[src/rtl/uart_tx_fifo.sv]
// UART transmit FIFO: a Wishbone-style slave queues bytes, and a master FSM
// drains them into a UART by polling its STATUS register and then writing DATA.
module uart_tx_fifo #(
  parameter int DEPTH      = 16,
  parameter int ADDR_WIDTH = 8,
  parameter int HOLDOFF    = 4
) (
  input  logic                  clk,
  input  logic                  rst,
  input  logic [ADDR_WIDTH-1:0] wb_addr,
  input  logic [31:0]           wb_dat_i,
  output logic [31:0]           wb_dat_o,
  input  logic                  wb_we,
  input  logic [3:0]            wb_sel,
  input  logic                  wb_stb,
  output logic                  wb_ack,
  output logic [7:0]            m_addr,
  output logic [31:0]           m_dat_o,
  input  logic [31:0]           m_dat_i,
  output logic                  m_we,
  output logic [3:0]            m_sel,
  output logic                  m_stb,
  input  logic                  m_ack,
  output logic                  irq
);

  localparam int AW = $clog2(DEPTH);
  localparam int CW = AW + 1;
  localparam int HW = $clog2(HOLDOFF + 1);

  typedef enum logic [1:0] {M_IDLE, M_POLL, M_WRITE, M_HOLD} m_state_t;

  m_state_t        state;
  logic [7:0]      mem [DEPTH];
  logic [AW-1:0]   wr_ptr;
  logic [AW-1:0]   rd_ptr;
  logic [CW-1:0]   count;
  logic [8:0]      count9;
  logic [HW-1:0]   hold_cnt;
  logic            overflow;
  logic            enable;
  logic            irq_en;
  logic            flush_seen;
  logic            slave_acc;
  logic [5:0]      offset;
  logic            wr_data;
  logic            wr_ctrl;
  logic            flush_now;
  logic            ovf_clr;
  logic            empty;
  logic            full;
  logic            push;
  logic            pop;
  logic            busy;
  logic            abort_poll;
  logic [31:0]     rd_data;
  logic            unused_bits;

  assign slave_acc  = wb_stb && !wb_ack;
  assign offset     = wb_addr[7:2];
  assign wr_data    = slave_acc && wb_we && (offset == 6'd0);
  assign wr_ctrl    = slave_acc && wb_we && (offset == 6'd2);
  assign flush_now  = wr_ctrl && wb_dat_i[1];
  assign ovf_clr    = wr_ctrl && wb_dat_i[2];
  assign empty      = (count == '0);
  assign full       = (count == CW'(DEPTH));
  assign push       = wr_data && !full;
  assign busy       = (state != M_IDLE);
  assign count9     = 9'(count);
  assign pop        = (state == M_WRITE) && m_stb && m_ack && !flush_seen && !flush_now;
  assign abort_poll = flush_seen || flush_now || !enable;
  assign unused_bits = ^{wb_sel, wb_addr, wb_dat_i, m_dat_i};

  // Register read multiplexer; DATA and unmapped offsets read as zero
  always_comb begin
    rd_data = '0;
    case (offset)
      6'd1:    rd_data = {15'd0, count9, 4'd0, busy, overflow, full, empty};
      6'd2:    rd_data = {28'd0, irq_en, 2'b00, enable};
      default: rd_data = '0;
    endcase
  end

  // Slave handshake, read data capture and the persistent CTRL bits
  always_ff @(posedge clk or posedge rst) begin
    if (rst) begin
      wb_ack   <= 1'b0;
      wb_dat_o <= '0;
      enable   <= 1'b1;
      irq_en   <= 1'b0;
    end else begin
      wb_ack <= wb_stb && !wb_ack;
      if (slave_acc) begin
        wb_dat_o <= wb_we ? '0 : rd_data;
      end
      if (wr_ctrl) begin
        enable <= wb_dat_i[0];
        irq_en <= wb_dat_i[3];
      end
    end
  end

  // FIFO storage; contents need no reset because count gates every read
  always_ff @(posedge clk) begin
    if (push) begin
      mem[wr_ptr] <= wb_dat_i[7:0];
    end
  end

  // Pointers, occupancy and the sticky overflow flag; a full FIFO drops the byte even on a same-cycle pop
  always_ff @(posedge clk or posedge rst) begin
    if (rst) begin
      wr_ptr   <= '0;
      rd_ptr   <= '0;
      count    <= '0;
      overflow <= 1'b0;
    end else if (flush_now) begin
      wr_ptr   <= '0;
      rd_ptr   <= '0;
      count    <= '0;
      overflow <= 1'b0;
    end else begin
      if (push) begin
        wr_ptr <= wr_ptr + AW'(1);
      end
      if (pop) begin
        rd_ptr <= rd_ptr + AW'(1);
      end
      case ({push, pop})
        2'b10:   count <= count + CW'(1);
        2'b01:   count <= count - CW'(1);
        default: ;
      endcase
      if (ovf_clr) begin
        overflow <= 1'b0;
      end else if (wr_data && full) begin
        overflow <= 1'b1;
      end
    end
  end

  // Master FSM: poll UART status, write the head byte, then hold off before the next poll
  always_ff @(posedge clk or posedge rst) begin
    if (rst) begin
      state      <= M_IDLE;
      m_stb      <= 1'b0;
      m_we       <= 1'b0;
      m_addr     <= '0;
      m_sel      <= '0;
      m_dat_o    <= '0;
      hold_cnt   <= '0;
      flush_seen <= 1'b0;
    end else begin
      case (state)
        M_IDLE: begin
          flush_seen <= 1'b0;
          if (enable && !empty && !flush_now) begin
            state  <= M_POLL;
            m_stb  <= 1'b1;
            m_we   <= 1'b0;
            m_addr <= 8'h04;
            m_sel  <= 4'hF;
          end
        end
        M_POLL: begin
          if (flush_now) begin
            flush_seen <= 1'b1;
          end
          if (m_stb) begin
            if (m_ack) begin
              if (abort_poll) begin
                state  <= M_IDLE;
                m_stb  <= 1'b0;
                m_sel  <= '0;
                m_addr <= '0;
              end else if (m_dat_i[1]) begin
                state   <= M_WRITE;
                m_we    <= 1'b1;
                m_addr  <= 8'h00;
                m_sel   <= 4'hF;
                m_dat_o <= {24'd0, mem[rd_ptr]};
              end else begin
                m_stb <= 1'b0;
              end
            end
          end else if (abort_poll) begin
            state  <= M_IDLE;
            m_sel  <= '0;
            m_addr <= '0;
          end else begin
            m_stb <= 1'b1;
          end
        end
        M_WRITE: begin
          if (flush_now) begin
            flush_seen <= 1'b1;
          end
          if (m_ack) begin
            state    <= M_HOLD;
            m_stb    <= 1'b0;
            m_we     <= 1'b0;
            m_sel    <= '0;
            m_addr   <= '0;
            hold_cnt <= '0;
          end
        end
        M_HOLD: begin
          if (hold_cnt == HW'(HOLDOFF - 1)) begin
            state <= M_IDLE;
          end else begin
            hold_cnt <= hold_cnt + HW'(1);
          end
        end
        default: state <= M_IDLE;
      endcase
    end
  end

  // Interrupt when enabled and the queue has fully drained with the master idle
  always_ff @(posedge clk or posedge rst) begin
    if (rst) begin
      irq <= 1'b0;
    end else begin
      irq <= irq_en && empty && !busy;
    end
  end

endmodule

[config.mk]
export PLATFORM = sky130hd
export DESIGN_NAME = uart_tx_fifo
export DESIGN_NICKNAME = d
export VERILOG_FILES = /design/src/rtl/uart_tx_fifo.sv
export SDC_FILE = /design/constraint.sdc
export NUM_CORES = 1
export LEC_CHECK = 0
export CAP_MARGIN = 30
export CELL_PAD_IN_SITES_DETAIL_PLACEMENT = 1
export CELL_PAD_IN_SITES_GLOBAL_PLACEMENT = 1
export CORE_MARGIN = 5
export CORE_UTILIZATION = 52
export DETAILED_ROUTE_END_ITERATION = 8
export DONT_BUFFER_PORTS = 1
export GPL_TIMING_DRIVEN = 1
export HOLD_SLACK_MARGIN = 0.1
export PLACE_DENSITY_LB_ADDON = 0.1
export SYNTH_ARGS = -nofsm -noshare
export SYNTH_HDL_FRONTEND = slang
export SYNTH_SLANG_ARGS = --single-unit
[constraint.sdc]
create_clock -name clk -period 3.18 [get_ports clk]
set_clock_uncertainty 0.05 [all_clocks]
set_input_delay 0.636 -clock clk [delete_from_list [all_inputs] [get_ports clk]]
set_output_delay 0.636 -clock clk [all_outputs]
set_load 0.01 [all_outputs]
Word level (Yosys, flattened, before mapping)
Memories as Yosys holds them, arrays and structs flattened. A register that Yosys moved wholly into a read port is not among the register bits. Cells that the tools add are included.

Bits in registers: 70. Memory bits (writable): 128. Output and inout bits: 80. Logic and storage cells: 145. Memories kept: 1.

Memories: mem (depth 16, width 8, rd ports 1, clocked after Yosys merged registers in 1, wr ports 1, RTL line 34) `logic [7:0] mem [DEPTH];`.

Add/sub/neg operators: 5. Equality and inequality tests: 21. Muxes and demuxes: 57. Bitwise logic cells: 1. Reductions and logical operators: 44.

Operators with widths (count): 2-to-1 mux 8 bit (7); 2-to-1 mux 4 bit (11); 2-to-1 mux 32 bit (1); one-hot mux 13 bit (2 select lines) (1); one-hot mux 8 bit (3 select lines) (1); 2-to-1 mux 1 bit (18); logical AND 1 bit (16); 2-to-1 mux 2 bit (8); inequality test 2 bit (second input constant) (8); one-hot mux 4 bit (3 select lines) (1); AND reduction 6 bit (2); one-hot mux 5 bit (2 select lines) (1); nonzero test 2 bit (5); nonzero test 3 bit (3); adder 4 x 1 -> 4 bit (second input constant) (2); one-hot mux 2 bit (4 select lines) (1); logical NOT 1 bit (7); AND reduction 7 bit (1); equality test 2 bit (second input constant) (3); equality test 6 x 1 -> 1 bit (second input constant) (1); equality test 6 x 2 -> 1 bit (second input constant) (1); logical NOT 6 bit (1); 2-to-1 mux 3 bit (2); inequality test 3 bit (second input constant) (2); other kinds (20) (24).

Logic depth before layout (Yosys ltp)
Gate-level depths: netlist of the first run.

Word-level depth: 11. Depth in mapped cells: 13. Gate-level depth less buffers: 11.

Worst setup path before layout of the first run
OpenSTA, ideal clock, no wires.

Path kind: input-to-reg. Start: in wb_addr[5]. End: reg count[4]. Library setup time: 94 ps. Data arrival time: 2954 ps. Path slack: 82 ps. Cell stages on the path: 10. Path buffers: 0. Cell sequence: or4_4 -> or4_4 -> o21ai_2 -> nor2_1 -> xor2_1 -> ha_1 -> and3_1 -> a21oi_1 -> nor2_1 -> a211oi_1.

Longest elaborated chain between the ends: 8.

RTL lines: start: declaration (RTL line 10) `input logic [ADDR_WIDTH-1:0] wb_addr,`; equality test 6 x 2 -> 1 bit (RTL line 62) `assign wr_ctrl = slave_acc && wb_we && (offset == 6'd2);`; logical AND 1 bit (RTL line 62); logical AND 1 bit (RTL line 63) `assign flush_now = wr_ctrl && wb_dat_i[1];`; logical NOT 1 bit (RTL line 70) `assign pop = (state == M_WRITE) && m_stb && m_ack && !flush_seen && !flush_now;`; logical AND 1 bit (RTL line 70); equality test 2 x 1 -> 1 bit or equality test 2 bit (tied branches) (RTL line 129) `case ({push, pop})`; one-hot mux 5 bit (2 select lines) (RTL line 129); 2-to-1 mux 5 bit (RTL line 117) `end else if (flush_now) begin`; end signal: assignment (RTL line 130) `2'b10: count <= count + CW'(1);`; end signal: assignment (RTL line 131) `2'b01: count <= count - CW'(1);`; end: declaration (RTL line 37) `logic [CW-1:0] count;`.

Parallel ways exist; a longest one is shown, timed or not. A chain may end at the register's enable or synchronous reset.

Worst setup path in the final report of the first run
Ends and elaborated chain as after synthesis.

==> key figures, run 1 <==
Die
  – Starting Density: 53.12%
  – Vert. Die Dim: 132.1 um
  – Number of top-level pins: 161
  – # rows: 44
  – Die width: 132.1 um
  – Die area: 17450 um^2
  – Core footprint: 14590 um^2

Placement
  – Routability congestion estimate from global placement: 0.7809
  – Setup WS pre-CTS: 55.41 ps
  – DP HPWL: 10760 um
  – Number of buffers added on ports: 0

Yosys
  – Synthesized area: 7750 um^2
  – Post-synth top flop: edfxtp_1
  – Post-Syn Instances: 498
  – Distinct cells, synth: 54
  – Sequential element share of the synthesized area: 64.14%
  – Post-synth EDFFs: 128
  – Ys Warns: 0
  – Post-synth ARST share: 26.01%
  – Flip-flop and latch count after synthesis: 173
  – Post-Syn Area per Cell: 15.56 um^2

Setup path
  – RR Startpoint: state[0]$_DFFE_PP0P_
  – Kind of critical path: input port to register
  – Worst Path Arrival: 2990 ps
  – Worst Path Max Fanout: 5
  – Setup crit start: wb_addr[5]
  – Critical Path RT: 3470 ps
  – Startpoint types: input port
  – Crit. End Element: register

Clocking
  – Root buffer cell: clkbuf_16
  – Inserted Clock Buffers: 17
  – Clock Path Buffers: 2
  – H-tree Lvls: 4
  – CTS sink count: 173
  – Worst-Skew Late Latency: 440 ps
  – CTS tree: built
  – Clk pin slew, worst setup/hold paths: 70 ps
  – Post-CTS Setup Repair Bufs: 0

Global routing
  – Vias in the first global route: 4454
  – Grt ovf: 0
  – Initial antenna violation count: 0
  – First-pass GRT wire length: 26270 um
  – Largest net degree at the start of global routing: 35
  – Gr usage total: 19.73%

Timing
  – Unrepaired setup endpoints after global routing: false
  – Worst-Margin Slew: 866.2 ps
  – Slew headroom: 42.13%
  – Final worst path period share: 84.86%
  – Count of pins over their slew limit: 0
  – Min Tclk post-route: 2699 ps
  – TNS Setup: 0 ps
  – Final Hold Viols: 0
  – Final setup viols: 0
  – Maximum clock rate: 370.6 MHz
  – Post-route setup slack: 481.5 ps

Drt
  – WL/cell: 23.20 um
  – DRC violations left: 0
  – Antenna-violating nets left: 0
  – Via density: 5.838
  – DR iter-0 viols: 268
  – Vias: 4151
  – Pre-antenna DRT Iters: 4
  – Final WL: 16500 um

Outcome
  – Status: finished, final reports clean

Pwr
  – LEAKAGE: 3.125 nW
  – PwrDens: 781.7 nW/um^2
  – Peak supply drop: 472.4 uV
  – Tot Pwr: 6.599 mW

Cells and area
  – Antenna Cells: 0
  – Share of layout cells above drive strength 1: 19.73%
  – Commonest non-fill, non-tap cell in the layout: edfxtp_1
  – Final Util: 57.86%
  – Most frequent cells in the layout: edfxtp_1, conb_1, dfrtp_1
  – Area Growth Syn to Fin: 8.928%
  – Final net count: 608

Worst hold path
  – Worst Hold Class: input port to register
  – Hold path start: wb_dat_i[7]

Flow run
  – Max Cap Viol: 0
==> per-stage QoR <==
| step | cells | cell area (um^2) | hold slack (ps) |
|---|---|---|---|
| 2_1_floorplan | 551 | 7949 | 416.8 |
| 3_3_place_gp | 677 | 7824 | 466.0 |
| 3_5_place_dp | 678 | 7844 | 427.3 |
| 4_1_cts | 711 | 8442 | 217.5 |
| 5_1_grt | 711 | 8442 | 215.6 |
| 6_report | 711 | 8442 | 238.0 |
==> cells by family (layout without fill, tap and decap cells) <==
| family | Yosys count | in the layout | synth area share (%) |
|---|---|---|---|
| DFF | 173 | 173 | 64.14 |
| and+or+nand+nor | 111 | 111 | 8.363 |
| buffers and inverters | 85 | 61 | 6.942 |
| AOI/OAI and AO/OA | 60 | 60 | 5.861 |
| muxes | 48 | 48 | 11.58 |
| adders and majority gates | 13 | 13 | 2.099 |
| xor gates and xnor gates | 7 | 7 | 0.9687 |
| other | 1 | 54 | 0.04839 |
==> power by group <==
| group | switching, mW | internal, mW |
|---|---|---|
| Combinational | 0.893 | 0.811 |
| Clock | 0.871 | 1.18 |
| Sequential | 0.251 | 2.60 |
| Total | 2.02 | 4.58 |
==> synthesized netlist by cell type (10+ instances only) <==
cell type	instances	area, um^2
edfxtp_1	128	3844
buf_4	57	427.9
dfrtp_1	44	1101
mux4_2	32	720.7
nand2_1	27	101.4
a22oi_1	16	120.1
and2_1	15	93.84
nor2_1	15	56.30
ha_1	13	162.7
mux2_2	13	146.4
a22o_1	12	105.1
clkbuf_1	11	41.29
a21oi_1	10	50.05
==> routing by layer <==
metal	vias to the layer above	GRT usage, %	share of wire [%]
met2	110	30.85	49
li1	1829	-	-
met5	-	0	0
met1	2189	27.01	44
met3	23	5.038	5.4
met4	0	7.143	1.6
==> state kept, by name, indices dropped and copies added (netlist names), named ones only <==
signal	flops
count	5
wr_ptr	4
irq	1
wb_dat_o	9
m_we	1
m_stb	1
state	1
m_addr	1
mem	128
m_sel	1
wb_ack	1
irq_en	1
m_dat_o	8
enable	1
flush_seen	1
overflow	1
rd_ptr	4
hold_cnt	3
==> worst max-delay path, cell delays in order <==
cell and delay (ps):
or4_4 540, or4_4 520, o21ai_2 170, nor2_1 60, xor2_1 140, ha_1 250, and3_1 230, a21oi_1 150
nor2_1 60, a211oi_1 220
==> final cells by class <==
class,count,area [um^2]
Clock buffer,22,485.5
Clock inverter,10,102.6
Fill cell,1351,6147
Inverter,9,33.78
Multi-Input combinational cell,293,2440
Sequential cell,173,4972
Tap cell,184,230.2
Timing Repair Buffer,20,177.7
==> path summary, 6_finish.rpt <==
kind,endpoint,slack [ps],depth (start not counted)
max,count[4]$_DFFE_PP0P_,480,10
min,mem[5][7]$_DFFE_PP_,240,0
max reg2reg,count[4]$_DFFE_PP0P_,580,10
min reg2reg,irq_en$_DFFE_PP0N_,500,1
max in group asynchronous,enable$_DFFE_PP1N_,1970,3
min in group asynchronous,hold_cnt[1]$_DFFE_PP0P_,580,2
==> timing repair <==
action                                  in CTS  in global routing
resized for setup                            0                  0
hold endpoints to repair                    11                  0
endpoints found under the setup margin       0                  0
hold buffers                                 1                  0
Power figures use the tool's default switching activity.
==> run 2: changes to the inputs <==
==> constraint.sdc (replaced) <==
create_clock -name clk -period 2.5 [get_ports clk]
set_clock_uncertainty 0.05 [all_clocks]
set_input_delay 0.5 -clock clk [delete_from_list [all_inputs] [get_ports clk]]
set_output_delay 0.5 -clock clk [all_outputs]
set_load 0.01 [all_outputs]
==> run 2 against run 1 <==
  * The run now ends with setup timing left
  * Die area stayed put
  * Combinational power rose by 43%
  * Clock power up 30%
  * Cell area is 4.4% higher
  * Global-route usage up 0.62 points
  * Non-clock buffer count is 29 higher
  * Worst hold slack got worse by 120 ps
  * Core utilization increased by 2.6 points
  * Sequential power rose by 24%
  * Power increased by 31%
  * Final cell count increased by 4.1%
  * Sequential share of layout area shrank 2.5 points
  * Critical path type unchanged
==> key figures, run 2 (synthesis results as in run 1) <==
Clocking
  – Clk pin slew, worst setup/hold paths: 70 ps
  – H-tree Lvls: 4
  – Inserted Clock Buffers: 17
  – Root buffer cell: clkbuf_16
  – CTS tree: built
  – Clock Path Buffers: 2
  – CTS sink count: 173
  – Worst-Skew Late Latency: 430 ps

Timing
  – Maximum clock rate: 399.5 MHz
  – Worst-Margin Slew: 862.6 ps
  – WHS: 118.6 ps
  – Count of pins over their slew limit: 0
  – TNS Setup: -3.377 ps
  – Min Tclk post-route: 2503 ps
  – Unrepaired setup endpoints after global routing: true
  – Final Hold Viols: 0
  – Final setup viols: 1
  – Slew headroom: 42.41%
  – Post-route setup slack: -3.377 ps
  – Final worst path period share: 100.1%

Die
  – # rows: 44
  – Starting Density: 53.12%
  – Die width: 132.1 um
  – Die area: 17450 um^2
  – Vert. Die Dim: 132.1 um
  – Core footprint: 14590 um^2
  – Number of top-level pins: 161

Drt
  – Antenna-violating nets left: 0
  – DR iter-0 viols: 316
  – Final WL: 17490 um
  – DRC violations left: 0
  – WL/cell: 23.63 um
  – Pre-antenna DRT Iters: 4
  – Vias: 4270
  – Via density: 5.770

Cells and area
  – Share of layout cells above drive strength 1: 24.46%
  – Fin area: 8817 um^2
  – Commonest non-fill, non-tap cell in the layout: edfxtp_1
  – Final net count: 637
  – Area Growth Syn to Fin: 13.77%
  – Reg area: 4972 um^2
  – Most frequent cells in the layout: edfxtp_1, conb_1, dfrtp_1
  – Largest registers: mem (128), wb_dat_o (9), m_dat_o (8)
  – Area of the multi-input gates: 2486 um^2
  – Register name with the most flops: mem
  – # fillers: 1318
  – Finished Layout Cells: 740
  – Max reg flops: 128
  – Antenna Cells: 0

Placement
  – Placed cell areas: 8036 um^2
  – Placed cells: 690
  – Routability congestion estimate from global placement: 0.7841
  – DP HPWL: 11150 um
  – Number of buffers added on ports: 0
  – Setup WS pre-CTS: -434.2 ps

Setup path
  – Worst Path Max Fanout: 5
  – Startpoint types: input port
  – Worst Path Arrival: 2790 ps
  – Kind of critical path: input port to register
  – Critical Path RT: 2790 ps
  – Reg2reg setup slack: 100 ps
  – Crit. End Element: register

Flow run
  – Max Cap Viol: 0

Worst hold path
  – Worst Hold Class: input port to register

Global routing
  – Initial antenna violation count: 0
  – First-pass GRT wire length: 26810 um
  – Vias in the first global route: 4569
  – Grt ovf: 0
  – Largest net degree at the start of global routing: 39
  – Gr usage total: 20.35%

Pwr
  – PwrDens: 978.0 nW/um^2
  – LEAKAGE: 3.280 nW
  – Peak supply drop: 613.8 uV

Outcome
  – Failing checks: setup timing
  – Status: finished with violations
run 2: changes by cell type in the layout (fill, tap and decap cells not counted), sizes merged:
cell and change:
inv +5, clkinvlp -1, clkinv +1, buf +13, clkbuf -5, dlygate4sd3 +16
run 2: timing repair:
item	in CTS	in global routing
pin swaps	2	2
setup endpoints to repair	1	2
buffers inserted	0	1
endpoints found under the hold margin	52	19
hold buffers	10	7
resized for setup	0	2
run 2: per-stage QoR:
stage,utilization (%),power (mW)
CTS,59.86,8.661
detailed placement,55.09,5.984
finish,60.44,8.624
global placement,55.09,5.911
global route,60.44,9.054
floorplan,-,5.358
run 2: routing by layer:
| layer | vias to the layer above | wire [um] | global-route usage [%] |
|---|---|---|---|
| met1 | 2242 | 7951 | 27.92 |
| met3 | 19 | 835 | 4.008 |
| met4 | 0 | 223 | 5.657 |
| met5 | - | 0 | 0 |
| li1 | 1899 | - | - |
| met2 | 110 | 8476 | 33.44 |
run 2: report_power, final:
part           switching, mW  leakage [nW]  internal, mW
clock network           1.23         0.290          1.43
logic                   1.28          1.26          1.16
registers              0.235          1.73          3.30
run 2: worst paths after layout:
path	startpoint	to	cells after the start
worst max-delay path	wb_addr[5]	count[4]$_DFFE_PP0P_	10
worst min-delay path	wb_dat_i[7]	mem[11][7]$_DFFE_PP_	0
max in group asynchronous	rst	m_dat_o[2]$_DFFE_PP0P_	3
worst max register to register	state[0]$_DFFE_PP0P_	count[4]$_DFFE_PP0P_	11
worst min register to register	overflow$_DFFE_PP0P_	wb_dat_o[2]$_DFFE_PP0N_	1
min in group asynchronous	rst	hold_cnt[2]$_DFFE_PP0P_	2
run 2: layout make-up:
cell class,count,share of cell area [%]
Inverter,9,0.3831
Multi-Input combinational cell,293,28.20
Clock inverter,15,1.944
Timing Repair Buffer,49,5.648
Sequential cell,173,56.39
Clock buffer,17,4.825
Tap cell,184,2.611
run 2: worst max-delay path, cell delays in order:
cell      delay [ps]
or4_4            520
or4_4            520
o21ai_4          150
nor2_1            70
xor2_1           140
ha_2             220
and3_4           190
a21oi_1          150
nor2_1            90
a211oi_2         230
==> run 3: changes to the inputs <==
==> config.mk (replaced) <==
export PLATFORM = sky130hd
export DESIGN_NAME = uart_tx_fifo
export DESIGN_NICKNAME = d
export VERILOG_FILES = /design/src/rtl/uart_tx_fifo.sv
export SDC_FILE = /design/constraint.sdc
export NUM_CORES = 1
export LEC_CHECK = 0
export CAP_MARGIN = 30
export CORE_MARGIN = 5
export CORE_UTILIZATION = 63
export DETAILED_ROUTE_END_ITERATION = 8
export DONT_BUFFER_PORTS = 1
export GPL_TIMING_DRIVEN = 1
export HOLD_SLACK_MARGIN = 0.1
export PLACE_DENSITY = 0.79
export SYNTH_ARGS = -nofsm -noshare
export SYNTH_HDL_FRONTEND = slang
export SYNTH_SLANG_ARGS = --single-unit
==> run 3 against run 2 <==
  * The flow still finishes with violations (setup timing)
  * First-iteration DRC count rose by 19%
  * Sequential power barely moved
  * Global-route usage rose by 2.1 points
  * Worst setup slack got worse by 21 ps
  * Critical path depth fell by 1
  * Via count rose by 1.6%
==> key figures, run 3 (synthesis results as in run 1) <==
Global routing
  – Grt ovf: 0
  – Met1 usage: 30.20%
  – Initial antenna violation count: 0
  – Routing usage on met3: 7.273%
  – First-pass GRT wire length: 23960 um
  – Gr usage total: 22.44%
  – M2 GR Usage: 34.73%
  – Largest net degree at the start of global routing: 36
  – Vias in the first global route: 4196
  – Top Usage Layer GRT: met2

Drt
  – Vias: 4337
  – Final WL: 15680 um
  – DRC violations left: 0
  – DR iter-0 viols: 375
  – WL/cell: 22.55 um
  – Via density: 6.240
  – Antenna-violating nets left: 0
  – Pre-antenna DRT Iters: 5

Pwr
  – LEAKAGE: 3.241 nW
  – Peak supply drop: 525.4 uV
  – Tot Pwr: 8.584 mW
  – PwrDens: 986.0 nW/um^2

Outcome
  – Status: finished with violations
  – Failing checks: setup timing

Timing
  – Worst-Margin Slew: 805.6 ps
  – Final worst path period share: 101.0%
  – Slew headroom: 46.18%
  – Min Tclk post-route: 2525 ps
  – Unrepaired setup endpoints after global routing: true
  – Count of pins over their slew limit: 0
  – Maximum clock rate: 396.1 MHz
  – Final Hold Viols: 0
  – Final setup viols: 1
  – WHS: 117.8 ps
  – TNS Setup: -24.68 ps
  – Post-route setup slack: -24.68 ps

Cells and area
  – Final net count: 629
  – # fillers: 708
  – Area of the multi-input gates: 2499 um^2
  – Area Growth Syn to Fin: 12.33%
  – Register name with the most flops: mem
  – Reg area: 4972 um^2
  – Final Util: 72.48%
  – Antenna Cells: 0
  – Fin area: 8706 um^2
  – Share of layout cells above drive strength 1: 25.00%
  – Largest registers: mem (128), wb_dat_o (9), m_dat_o (8)
  – Most frequent cells in the layout: edfxtp_1, conb_1, dfrtp_1
  – Max reg flops: 128
  – Commonest non-fill, non-tap cell in the layout: edfxtp_1

Die
  – Die area: 14620 um^2
  – # rows: 40
  – Die width: 120.9 um
  – Starting Density: 64.52%
  – Number of top-level pins: 161
  – Core footprint: 12010 um^2
  – Vert. Die Dim: 120.9 um

Placement
  – Routability congestion estimate from global placement: 0.8811
  – Number of buffers added on ports: 0
  – DP HPWL: 9595 um
  – Placed cell areas: 7940 um^2

Clocking
  – Worst-Skew Late Latency: 430 ps
  – Clock Path Buffers: 2
  – H-tree Lvls: 4
  – Inserted Clock Buffers: 17
  – Root buffer cell: clkbuf_16
  – CTS sink count: 173
  – CTS tree: built
  – Clk pin slew, worst setup/hold paths: 70 ps

Setup path
  – CP max-delay cell: or4_4
  – Top delay family on crit path: simple AND/OR/NAND/NOR gates
  – Crit-path max cell delay: 520 ps
  – Kind of critical path: input port to register
  – CP dominant cell by count: or4_4
  – Critical Path RT: 2760 ps
  – Buf/Inv on CP: 0
  – CP Cell Sequence: or4_4 -> or4_4 -> o21ai_4 -> nor2_2 -> xor2_1 -> ha_2 -> and3_4 -> a311oi_1 -> a211oi_2
  – Crit. End Element: register
  – Worst Path Max Fanout: 5
  – Startpoint types: input port
  – Worst Path Arrival: 2780 ps

Flow run
  – Max Cap Viol: 0

Worst hold path
  – Worst Hold Class: input port to register
-- run 3: changes by cell type in the layout (fill, tap and decap cells not counted), moves of 2 or more --
cell | before | now
buf_4 | 25 | 22
clkinv_4 | 1 | 4
dlygate4sd3_1 | 17 | 13
inv_6 | 5 | 3
-- run 3: path summary, 6_finish.rpt --
| kind | start | endpoint | slack [ps] | depth (start not counted) |
|---|---|---|---|---|
| worst max-delay path | wb_addr[5] | count[4]$_DFFE_PP0P_ | -20 | 9 |
| worst min-delay path | wb_dat_i[0] | mem[14][0]$_DFFE_PP_ | 120 | 0 |
| worst max register to register | wb_ack$_DFF_PP0_ | count[4]$_DFFE_PP0P_ | 20 | 9 |
| worst min register to register | enable$_DFFE_PP1N_ | enable$_DFFE_PP1N_ | 490 | 2 |
| max in group asynchronous | rst | wb_ack$_DFF_PP0_ | 1150 | 3 |
| min in group asynchronous | rst | m_dat_o[7]$_DFFE_PP0P_ | 580 | 2 |
-- run 3: per-layer routing --
metal	part of all wire, %	wire length (um)
met4	2.0	306
met5	0	0
met1	41	6379
met3	8.7	1358
met2	49	7631
-- run 3: area by class of cell --
class / instances / area share, %
Inverter: 9 / 0.3880
Clock inverter: 15 / 2.026
Multi-Input combinational cell: 293 / 28.70
Sequential cell: 173 / 57.11
Tap cell: 147 / 2.113
Timing Repair Buffer: 41 / 4.771
Clock buffer: 17 / 4.886
-- run 3: repair_timing --
item | in CTS | in global routing
pin swaps | 0 | 4
endpoints found under the hold margin | 142 | 0
setup buffers | 0 | 2
gates cloned | 0 | 0
endpoints found under the setup margin | 1 | 1
resized for setup | 1 | 5
hold buffers | 13 | 0
-- run 3: power by group --
| group | switching, mW | internal, mW | leakage [nW] |
|---|---|---|---|
| registers | 0.249 | 3.30 | 1.73 |
| logic | 1.23 | 1.15 | 1.22 |
| clock network | 1.23 | 1.43 | 0.292 |
-- run 3: metrics by stage --
stage	setup WS (ps)	std cells
after CTS	0.1072	693
after floorplan	-381.1	551
after detailed placement	-359.0	648
final	-24.68	695
after global placement	-327.1	648
after global routing	-103.9	695
-- run 3: worst reg2reg max path, delay by kind of cell (launching register included) --
kind,cells,cell delay [ps]
XOR/XNOR,1,150
AO/OA/AOI/OAI,3,600
flip-flops,1,370
AND/OR/NAND/NOR,4,950
adder cells (fa/ha/maj),1,220
